[src/rtl/traffic_demand_scheduler.sv]
// Demand-actuated highway/farm-road phase scheduler: highway green by default,
// farm road served on a latched vehicle call or pedestrian request.
module traffic_demand_scheduler #(
  parameter int GREEN_MIN_HW   = 50,
  parameter int FARM_MAX_GREEN = 40,
  parameter int FARM_GAP       = 8,
  parameter int YELLOW_CYCLES  = 10,
  parameter int ALLRED_CYCLES  = 2,
  parameter int WALK_CYCLES    = 20,
  parameter int CNT_WIDTH      = 16
) (
  input  logic       clk_i,
  input  logic       rst_n_i,
  input  logic       farm_car_i,
  input  logic       ped_req_i,
  output logic       hw_green_o,
  output logic       hw_yellow_o,
  output logic       hw_red_o,
  output logic       farm_green_o,
  output logic       farm_yellow_o,
  output logic       farm_red_o,
  output logic       ped_walk_o,
  output logic [2:0] phase_o
);

  typedef enum logic [2:0] {
    S_HW_GREEN    = 3'd0,
    S_HW_YELLOW   = 3'd1,
    S_ALLRED_A    = 3'd2,
    S_FARM_GREEN  = 3'd3,
    S_FARM_YELLOW = 3'd4,
    S_ALLRED_B    = 3'd5
  } state_e;

  localparam logic [CNT_WIDTH-1:0] HW_MIN_LAST = CNT_WIDTH'(GREEN_MIN_HW - 1);
  localparam logic [CNT_WIDTH-1:0] FMAX_LAST   = CNT_WIDTH'(FARM_MAX_GREEN - 1);
  localparam logic [CNT_WIDTH-1:0] GAP_LOAD    = CNT_WIDTH'(FARM_GAP - 1);
  localparam logic [CNT_WIDTH-1:0] YEL_LAST    = CNT_WIDTH'(YELLOW_CYCLES - 1);
  localparam logic [CNT_WIDTH-1:0] AR_LAST     = CNT_WIDTH'(ALLRED_CYCLES - 1);
  localparam logic [CNT_WIDTH-1:0] WALK_LAST   = CNT_WIDTH'(WALK_CYCLES - 1);
  localparam logic [CNT_WIDTH-1:0] WALK_LEN    = CNT_WIDTH'(WALK_CYCLES);

  state_e               state_q, state_d;
  logic [CNT_WIDTH-1:0] timer_q, timer_d;
  logic [CNT_WIDTH-1:0] gap_q, gap_d;
  logic                 farm_call_q, farm_call_d;
  logic                 ped_pending_q, ped_pending_d;
  logic                 walk_flag_q, walk_flag_d;

  logic max_green, gap_out, enter_farm, leave_farm, state_chg;

  assign max_green = (timer_q == FMAX_LAST);
  // The walk window holds off gap-out but never max green.
  assign gap_out   = (gap_q == '0) && !farm_car_i &&
                     (!walk_flag_q || (timer_q >= WALK_LAST));

  always_ff @(posedge clk_i) begin
    if (!rst_n_i) begin
      state_q       <= S_HW_GREEN;
      timer_q       <= '0;
      gap_q         <= '0;
      farm_call_q   <= 1'b0;
      ped_pending_q <= 1'b0;
      walk_flag_q   <= 1'b0;
    end else begin
      state_q       <= state_d;
      timer_q       <= timer_d;
      gap_q         <= gap_d;
      farm_call_q   <= farm_call_d;
      ped_pending_q <= ped_pending_d;
      walk_flag_q   <= walk_flag_d;
    end
  end

  always_comb begin
    state_d = state_q;
    case (state_q)
      S_HW_GREEN:
        if ((timer_q >= HW_MIN_LAST) && (farm_call_q || ped_pending_q)) state_d = S_HW_YELLOW;
      S_HW_YELLOW:   if (timer_q == YEL_LAST)     state_d = S_ALLRED_A;
      S_ALLRED_A:    if (timer_q == AR_LAST)      state_d = S_FARM_GREEN;
      S_FARM_GREEN:  if (max_green || gap_out)    state_d = S_FARM_YELLOW;
      S_FARM_YELLOW: if (timer_q == YEL_LAST)     state_d = S_ALLRED_B;
      S_ALLRED_B:    if (timer_q == AR_LAST)      state_d = S_HW_GREEN;
      default:                                    state_d = S_HW_GREEN;
    endcase
  end

  assign state_chg  = (state_d != state_q);
  assign enter_farm = (state_q != S_FARM_GREEN) && (state_d == S_FARM_GREEN);
  assign leave_farm = (state_q == S_FARM_GREEN) && (state_d != S_FARM_GREEN);

  always_comb begin
    timer_d       = timer_q;
    gap_d         = gap_q;
    farm_call_d   = farm_call_q;
    ped_pending_d = ped_pending_q;
    walk_flag_d   = walk_flag_q;

    if (state_chg) begin
      timer_d = '0;
    end else if (state_q == S_HW_GREEN) begin
      if (timer_q < HW_MIN_LAST) timer_d = timer_q + 1'b1;
    end else if (timer_q != '1) begin
      timer_d = timer_q + 1'b1;
    end

    // Requests seen on the entering edge are served by that entry.
    if (enter_farm) begin
      farm_call_d   = 1'b0;
      ped_pending_d = 1'b0;
      walk_flag_d   = ped_pending_q | ped_req_i;
      gap_d         = GAP_LOAD;
    end else begin
      if (farm_car_i && (state_q != S_FARM_GREEN)) farm_call_d = 1'b1;
      if (ped_req_i) ped_pending_d = 1'b1;
      if (leave_farm) walk_flag_d = 1'b0;
      if (state_q == S_FARM_GREEN) begin
        if (farm_car_i)        gap_d = GAP_LOAD;
        else if (gap_q != '0)  gap_d = gap_q - 1'b1;
      end
    end
  end

  always_comb begin
    hw_green_o    = 1'b0;
    hw_yellow_o   = 1'b0;
    hw_red_o      = 1'b1;
    farm_green_o  = 1'b0;
    farm_yellow_o = 1'b0;
    farm_red_o    = 1'b1;
    case (state_q)
      S_HW_GREEN:    begin hw_green_o    = 1'b1; hw_red_o   = 1'b0; end
      S_HW_YELLOW:   begin hw_yellow_o   = 1'b1; hw_red_o   = 1'b0; end
      S_FARM_GREEN:  begin farm_green_o  = 1'b1; farm_red_o = 1'b0; end
      S_FARM_YELLOW: begin farm_yellow_o = 1'b1; farm_red_o = 1'b0; end
      default: ;
    endcase
  end

  assign ped_walk_o = walk_flag_q && (state_q == S_FARM_GREEN) && (timer_q < WALK_LEN);
  assign phase_o    = state_q;

endmodule
[config.mk]
export PLATFORM = sky130hd
export DESIGN_NAME = traffic_demand_scheduler
export DESIGN_NICKNAME = d
export VERILOG_FILES = /design/src/rtl/traffic_demand_scheduler.sv
export SDC_FILE = /design/constraint.sdc
export NUM_CORES = 1
export LEC_CHECK = 0
export ABC_AREA = 1
export BUFFER_PORTS_ARGS = -buffer_cell sky130_fd_sc_hd__buf_2
export CORE_MARGIN = 4
export CORE_UTILIZATION = 60
export CTS_CLUSTER_DIAMETER = 100
export DETAILED_ROUTE_END_ITERATION = 10
export GPL_TIMING_DRIVEN = 0
export PLACE_DENSITY = 0.78
export SETUP_SLACK_MARGIN = 0.5
export SYNTH_ARGS = -nofsm -noshare
export SYNTH_HDL_FRONTEND = slang
export SYNTH_SLANG_ARGS = --single-unit
export TNS_END_PERCENT = 1
[constraint.sdc]
create_clock -name clk_i -period 2.6 [get_ports clk_i]
set_input_delay 0.52 -clock clk_i [delete_from_list [all_inputs] [get_ports clk_i]]
set_output_delay 0.52 -clock clk_i [all_outputs]
set_load 0.005 [all_outputs]
==> reports/metrics.cfg, run 1 <==
[route]
via_count = 2439
ant_nets = 0
via_per_inst = 5.302
wl_per_cell_um = 12.06
drc_errors = 0
dr.pass1.iters = 5
drtIter0Drc = 153
wl_um = 5547

[critical_path]
worstPathRequired_ps = 2780
crit_chain = nor2_2 > nand2_2 > nor2_8 > buf_4 > nand4_1 > nand3_2 > nand2_2 > ha_4 > o21bai_1 > inv_1 > o21ai_0 > a21oi_2
crit_type = register to register
crit_buf_inv = 2
cp_data_arrival_time_ps = 2230
cp_max_fo = 5
crit_top_cell = nand2_2
max_stage_delay_ps = 350
ff2ff_setup_slack_ps = 560
r2r_end = gap_q[2]
r2r-start = timer_q[11]
slowest_stage = dfxtp_2
cp-start-kind = register
worstSetupEndpointType = register
path_depth = 12
reg2regPathDepth = 12
path_delay_family = simple AND/OR/NAND/NOR gates

[place]
dpl.hpwl_um = 4080
gp_congestion = 0.8984
preCtsSetupSlack_ps = 93.67
port_buffers = 12

[worst_hold_path]
hold_path.class = input pin to register
hold_start = ped_req_i
hold_depth = 3
hold_end = ped_pending_q

[die]
io-pin-count = 14
die_x_um = 73.64
initial_core_util = 0.6326
die_h_um = 73.64
num_rows = 23
die_area_mm2 = 0.005422
core-area_mm2 = 0.004086

[sta]
fmax_ghz = 0.4892
fin_ws_ps = 555.9
slew_violations = 0
fin_setup_tns_ps = 0
fin_crit_ps = 2044
setup_viol = 0
hold_viol_final = 0
rsz0062_at_grt = yes
min_period_over_period = 0.7862
worstMarginPinSlew_ps = 445.6
worst_slew_margin_rel = 0.7029
fin_skew_ps = 6.754
hold_slack_ps = 452.3

[clock_network]
cts_buffer_depth = 2
tritoncts = done
numCtsBuffers = 5
clock-sinks = 38
htreeDepth = 2
clk_pin_slew_ps = 80
hold_buffers = 0
clk_latency_ps = 290
cts_root_buffer = clkbuf_8

[power]
pwr_density_cell_mw_per_mm2 = 388.0
p_leak_nw = 1.288
pwr-share-comb = 0.065
p_seq_frac = 0.507
switchingPower_w = 0.0002742
peakVddDrop_mv = 0.3979
p_int_w = 0.0008954
swShare = 0.2344
pwr-share-clk = 0.428

[global_route]
grt_pass1_wl_um = 9515
overflow = 0
antenna_found_initial = 0
grt_use_total = 0.2219
grt_pass1_vias = 2174
grt_max_degree = 13

[synthesis]
synthDistinctLibCells = 36
yosys_warnings = 0
synth_fa_ha_area_frac = 0.03388
synth_seq_cells = 38
synth_top_family_by_area = simple AND/OR/NAND/NOR gates
synthSimpleGateAreaFrac = 0.4163
syn_area_per_cell_um2 = 6.821
synthFlopType = dfxtp_1
synth-xor-area-share = 0.07115
ys_seq_area_frac = 0.2943
syn_nets = 390
synthesis.area_mm2 = 0.002585
synth_edf_count = 0
synth_compound_area_frac = 0.08519
postSynthCellCount = 379
async_flop_share = 0
synth_mux_area_frac = 0

[layout]
syn2layout_area_growth_pct = 16.60
fin_nets = 420
mostFrequentLayoutCells = nand2_1 (63), nor2_1 (53), inv_1 (48), dfxtp_1 (32)
drive_above_1_share = 0.2512
n_fill_cell = 326
mostFrequentLayoutCell = nand2_1
insertedDiodeCount = 0

[run]
cap_violations = 0

[status]
status = complete, no violations

registers in the layout (all words and copies together) (netlist names):
name / flops
walk_flag_q: 1
phase_o: 3
timer_q: 16
farm_call_q: 1
ped_pending_q: 1
gap_q: 16
cell usage after synthesis (2+ instances only):
| master | count | share of area |
|---|---|---|
| nand2_1 | 65 | 0.094 |
| nor2_1 | 59 | 0.086 |
| inv_1 | 54 | 0.078 |
| dfxtp_1 | 38 | 0.29 |
| nand3_1 | 17 | 0.033 |
| a21oi_1 | 16 | 0.031 |
| nor3_1 | 16 | 0.031 |
| o21ai_0 | 16 | 0.031 |
| xor2_1 | 15 | 0.051 |
| nor2_4 | 12 | 0.052 |
| nand4_1 | 11 | 0.027 |
| nand2_2 | 8 | 0.019 |
| nor2_2 | 8 | 0.019 |
| ha_1 | 7 | 0.034 |
| xnor2_1 | 6 | 0.020 |
| inv_2 | 4 | 0.0058 |
| a31oi_1 | 3 | 0.0073 |
| buf_2 | 3 | 0.0058 |
| nor3_2 | 2 | 0.0077 |
| nor3_4 | 2 | 0.013 |
| o21ai_1 | 2 | 0.0039 |
kinds of logic (layout without fill, tap and decap cells):
family,count (synthesis),in the layout
compound gates,41,41
fa+ha+maj,7,7
buf+inv,63,94
xor+xnor,21,21
simple gates,209,209
flops,38,38
timing repair:
item,CTS,global route
buffers inserted,0,11
endpoints found under the setup margin,18,25
gates cloned,0,0
resized for setup,7,33
pin swaps,1,14
per-stage QoR:
| stage | instance area, µm² | cells | total power [W] | utilization |
|---|---|---|---|---|
| 2_1_floorplan | 2590 | 379 | 0.0006592 | - |
| 3_3_place_gp | 2713 | 441 | 0.0006733 | 0.6638 |
| 3_5_place_dp | 2713 | 441 | 0.0006743 | 0.6638 |
| 4_1_cts | 2845 | 449 | 0.001177 | 0.6963 |
| 5_1_grt | 3014 | 460 | 0.001211 | 0.7376 |
| 6_report | 3014 | 460 | 0.001170 | 0.7376 |
routing by layer:
metal | track usage | vias up | wire length (µm)
met1 | 0.3028 | 1101 | 2676
met4 | 0.07847 | 0 | 65
met3 | 0.04925 | 5 | 316
met2 | 0.3425 | 69 | 2488
li1 | - | 1264 | -
met5 | 0 | - | 0
how the worst max path moves through the flow:
stage                 from       end
2_1_floorplan   farm_car_i  gap_q[4]
3_3_place_gp    farm_car_i  gap_q[4]
3_5_place_dp    farm_car_i  gap_q[5]
4_1_cts           gap_q[0]  gap_q[5]
5_1_grt         timer_q[0]  gap_q[4]
6_report       timer_q[11]  gap_q[2]
worst reg2reg max path, stage by stage, from the launching register on:
cell and delay (ps):
dfxtp_2 350, nor2_2 120, nand2_2 100, nor2_8 160, buf_4 130, nand4_1 160, nand3_2 150, nand2_2 80
ha_4 180, o21bai_1 130, inv_1 100, o21ai_0 220, a21oi_2 50
final cells by class:
class / instances / area, µm² / area share
timing repair buffer: 23 / 142.6 / 0.04732
inverter: 58 / 220.2 / 0.07306
clock buffer: 5 / 68.82 / 0.02283
sequential: 38 / 773.2 / 0.2565
clock inverter: 3 / 40.04 / 0.01328
buffer: 5 / 38.79 / 0.01287
tap: 50 / 62.56 / 0.02076
multi-input combinational: 278 / 1668 / 0.5533
power groups by stage:
| stage | registers, W | clock network, W | logic (W) |
|---|---|---|---|
| final | 0.000593 | 0.000501 | 0.0000756 |
| after global routing | 0.000594 | 0.000533 | 0.0000846 |
| after CTS | 0.000593 | 0.000514 | 0.0000701 |
| after detailed placement | 0.000607 | 0 | 0.0000677 |
| after global placement | 0.000606 | 0 | 0.0000670 |
| after floorplan | 0.000606 | 0 | 0.0000537 |
(Power assumes the default switching activity.)
==> run 2: changes to the inputs <==
--- a/config.mk
+++ b/config.mk
@@ -5,14 +5,14 @@
 export SDC_FILE = /design/constraint.sdc
 export NUM_CORES = 1
 export LEC_CHECK = 0
-export ABC_AREA = 1
+export ABC_AREA = 0
 export BUFFER_PORTS_ARGS = -buffer_cell sky130_fd_sc_hd__buf_2
 export CORE_MARGIN = 4
-export CORE_UTILIZATION = 60
+export CORE_UTILIZATION = 54
 export CTS_CLUSTER_DIAMETER = 100
 export DETAILED_ROUTE_END_ITERATION = 10
 export GPL_TIMING_DRIVEN = 0
-export PLACE_DENSITY = 0.78
+export PLACE_DENSITY = 0.75
 export SETUP_SLACK_MARGIN = 0.5
 export SYNTH_ARGS = -nofsm -noshare
 export SYNTH_HDL_FRONTEND = slang
==> constraint.sdc (replaced) <==
create_clock -name clk_i -period 1.85 [get_ports clk_i]
set_input_delay 0.37 -clock clk_i [delete_from_list [all_inputs] [get_ports clk_i]]
set_output_delay 0.37 -clock clk_i [all_outputs]
set_load 0.005 [all_outputs]
==> run 2 against run 1 <==
The flow now finishes with violations (setup timing); critical path type unchanged; die area decreased by 1.2%; clock skew increased by 2.5 ps; sequential cell count unchanged; highest routed layer unchanged; area after synthesis decreased by 11%; register-to-register slack got worse by 960 ps.
==> reports/metrics.cfg, run 2 <==
[global_route]
grt_pass1_vias = 1862
grt_max_degree = 12
grt_use_total = 0.2063
grt_pass1_wl_um = 8735
overflow = 0
antenna_found_initial = 0

[synthesis]
synthesis.area_mm2 = 0.002295
synth_edf_count = 0
synthTopCellsByArea = dfxtp_1 (33%), xor2_1 (6.9%), nor2_1 (5.2%), a211oi_2 (4.9%), ha_1 (3.8%)
ys_seq_area_frac = 0.3315
synth_top_family_by_area = simple AND/OR/NAND/NOR gates
synth_mux_area_frac = 0
async_flop_share = 0
synth-xor-area-share = 0.09924
synth_compound_area_frac = 0.1756
synth_area_leader_cell = dfxtp_1
synth_most_common_cell = dfxtp_1
syn_area_per_cell_um2 = 8.826
postSynthCellCount = 260
synth_top_area_frac = 0.3315
yosys_warnings = 0
synth_commonest_cells = dfxtp_1 (38), nor2_1 (32), nand2_1 (18), xor2_1 (18), inv_1 (11)
syn_nets = 271
synthDistinctLibCells = 53
synth_seq_cells = 38
synth_fa_ha_area_frac = 0.03817
synthSimpleGateAreaFrac = 0.3053
synthFlopType = dfxtp_1

[sta]
rsz0062_at_grt = yes
fin_crit_ps = 2257
hold_viol_final = 0
worstMarginPinSlew_ps = 635.8
fmax_ghz = 0.4432
setup_viol = 36
fin_ws_ps = -406.6
hold_slack_ps = 291.8
slew_violations = 0
min_period_over_period = 1.220
worst_slew_margin_rel = 0.5761
fin_skew_ps = 9.264

[die]
die_area_mm2 = 0.005356
io-pin-count = 14
num_rows = 23
initial_core_util = 0.5655
die_x_um = 73.19
core-area_mm2 = 0.004058
die_h_um = 73.19

[critical_path]
ff2ff_setup_slack_ps = -410
cp_max_fo = 4
crit_type = register to register
cp_data_arrival_time_ps = 2420
r2r-start = timer_q[15]
crit_chain = nor4_4 > nand3_2 > or3_4 > nand4b_4 > inv_2 > ha_4 > or3_1 > a21oi_2 > a311oi_2
cp-start-kind = register
max_stage_delay_ps = 380
worstPathRequired_ps = 2010
worstSetupEndpointType = register
slowest_stage = nor4_4
r2r_end = gap_q[2]
reg2regPathDepth = 9

[run]
cap_violations = 0

[worst_hold_path]
hold_end = ped_pending_q
hold_start = ped_req_i
hold_path.class = input pin to register
hold_depth = 3

[route]
dr.pass1.iters = 4
wl_per_cell_um = 15.07
drtIter0Drc = 137
wl_um = 5185
via_count = 2034
ant_nets = 0
via_per_inst = 5.913
drc_errors = 0

[place]
port_buffers = 13
gp_congestion = 0.8099
post_dp_cell_area_mm2 = 0.002482
preCtsSetupSlack_ps = -602.6
dpl.hpwl_um = 3438
dp_cells = 323

[clock_network]
clk_pin_slew_ps = 80
numCtsBuffers = 5
cts_buffer_depth = 2
clk_latency_ps = 290
cts_root_buffer = clkbuf_8
clock-sinks = 38
hold_buffers = 0
tritoncts = done
htreeDepth = 2

[power]
total_power_w = 0.001664
pwr_density_cell_mw_per_mm2 = 574.8
p_leak_nw = 1.074
peakVddDrop_mv = 0.4224

[status]
violations = setup timing
status = finished, violations left

[layout]
fin_area_mm2 = 0.002895
final-instance-count-excl-fill = 344
mostFrequentLayoutCells = nor2_1 (25), dfxtp_1 (25), xor2_1 (18), nand2_1 (16), buf_4 (16)
insertedDiodeCount = 0
syn2layout_area_growth_pct = 26.17
drive_above_1_share = 0.3810
fin_nets = 305

[run 2: power breakdown]
group / internal (W) / total, W / switching, W
registers: 0.000824 / 0.000832 / 0.00000861
logic: 0.0000475 / 0.000110 / 0.0000630
clock network: 0.000431 / 0.000721 / 0.000290
[run 2: stage by stage]
| stage | setup TNS, ps | util |
|---|---|---|
| after floorplan | -4474 | - |
| after global placement | -13500 | 0.6118 |
| after detailed placement | -13900 | 0.6118 |
| after CTS | -9455 | 0.6883 |
| after global routing | -14500 | 0.7135 |
| final | -9846 | 0.7135 |
[run 2: timing repair]
item                                    in CTS  in global routing
pin swaps                                   13                 13
endpoints found under the setup margin      45                 45
setup buffers                                8                  5
resized for setup                           42                 19
gates cloned                                 1                  0
[run 2: critical path, delay by kind of cell, from the launching register on]
| kind | cells | cell delay, ps |
|---|---|---|
| AOI/OAI and AO/OA | 2 | 210 |
| and+or+nand+nor | 5 | 1350 |
| DFF | 1 | 350 |
| adders and majority gates | 1 | 170 |
| buffers and inverters | 1 | 60 |
[run 2: worst max-delay path by stage]
| stage | from | end | cells after the start |
|---|---|---|---|
| floorplan | timer_q[8] | gap_q[7] | 11 |
| global placement | phase_o[0] | gap_q[10] | 11 |
| detailed placement | gap_q[0] | gap_q[5] | 13 |
| CTS | timer_q[15] | gap_q[8] | 11 |
| global route | timer_q[12] | gap_q[2] | 10 |
| finish | timer_q[15] | gap_q[2] | 9 |
[run 2: metal layers]
metal,vias up,GRT usage,share of wire
li1,1019,-,-
met1,965,0.2860,0.49
met2,43,0.3168,0.46
met3,7,0.03994,0.043
met4,0,0.07377,0.014
met5,-,0,0
[run 2: area by class of cell]
cell class	count	area, µm²
buffer	13	107.6
clock buffer	6	82.58
clock inverter	1	30.03
fill	296	1162
inverter	12	48.80
multi-input combinational	197	1602
sequential	38	784.5
tap	50	62.56
timing repair buffer	27	177.7
[run 2: cell families (layout without fill, tap and decap cells)]
logic type / after synthesis / count (layout)
simple gates: 117 / 117
compound gates: 47 / 47
flops: 38 / 38
xor+xnor: 26 / 26
buf+inv: 25 / 59
fa+ha+maj: 7 / 7
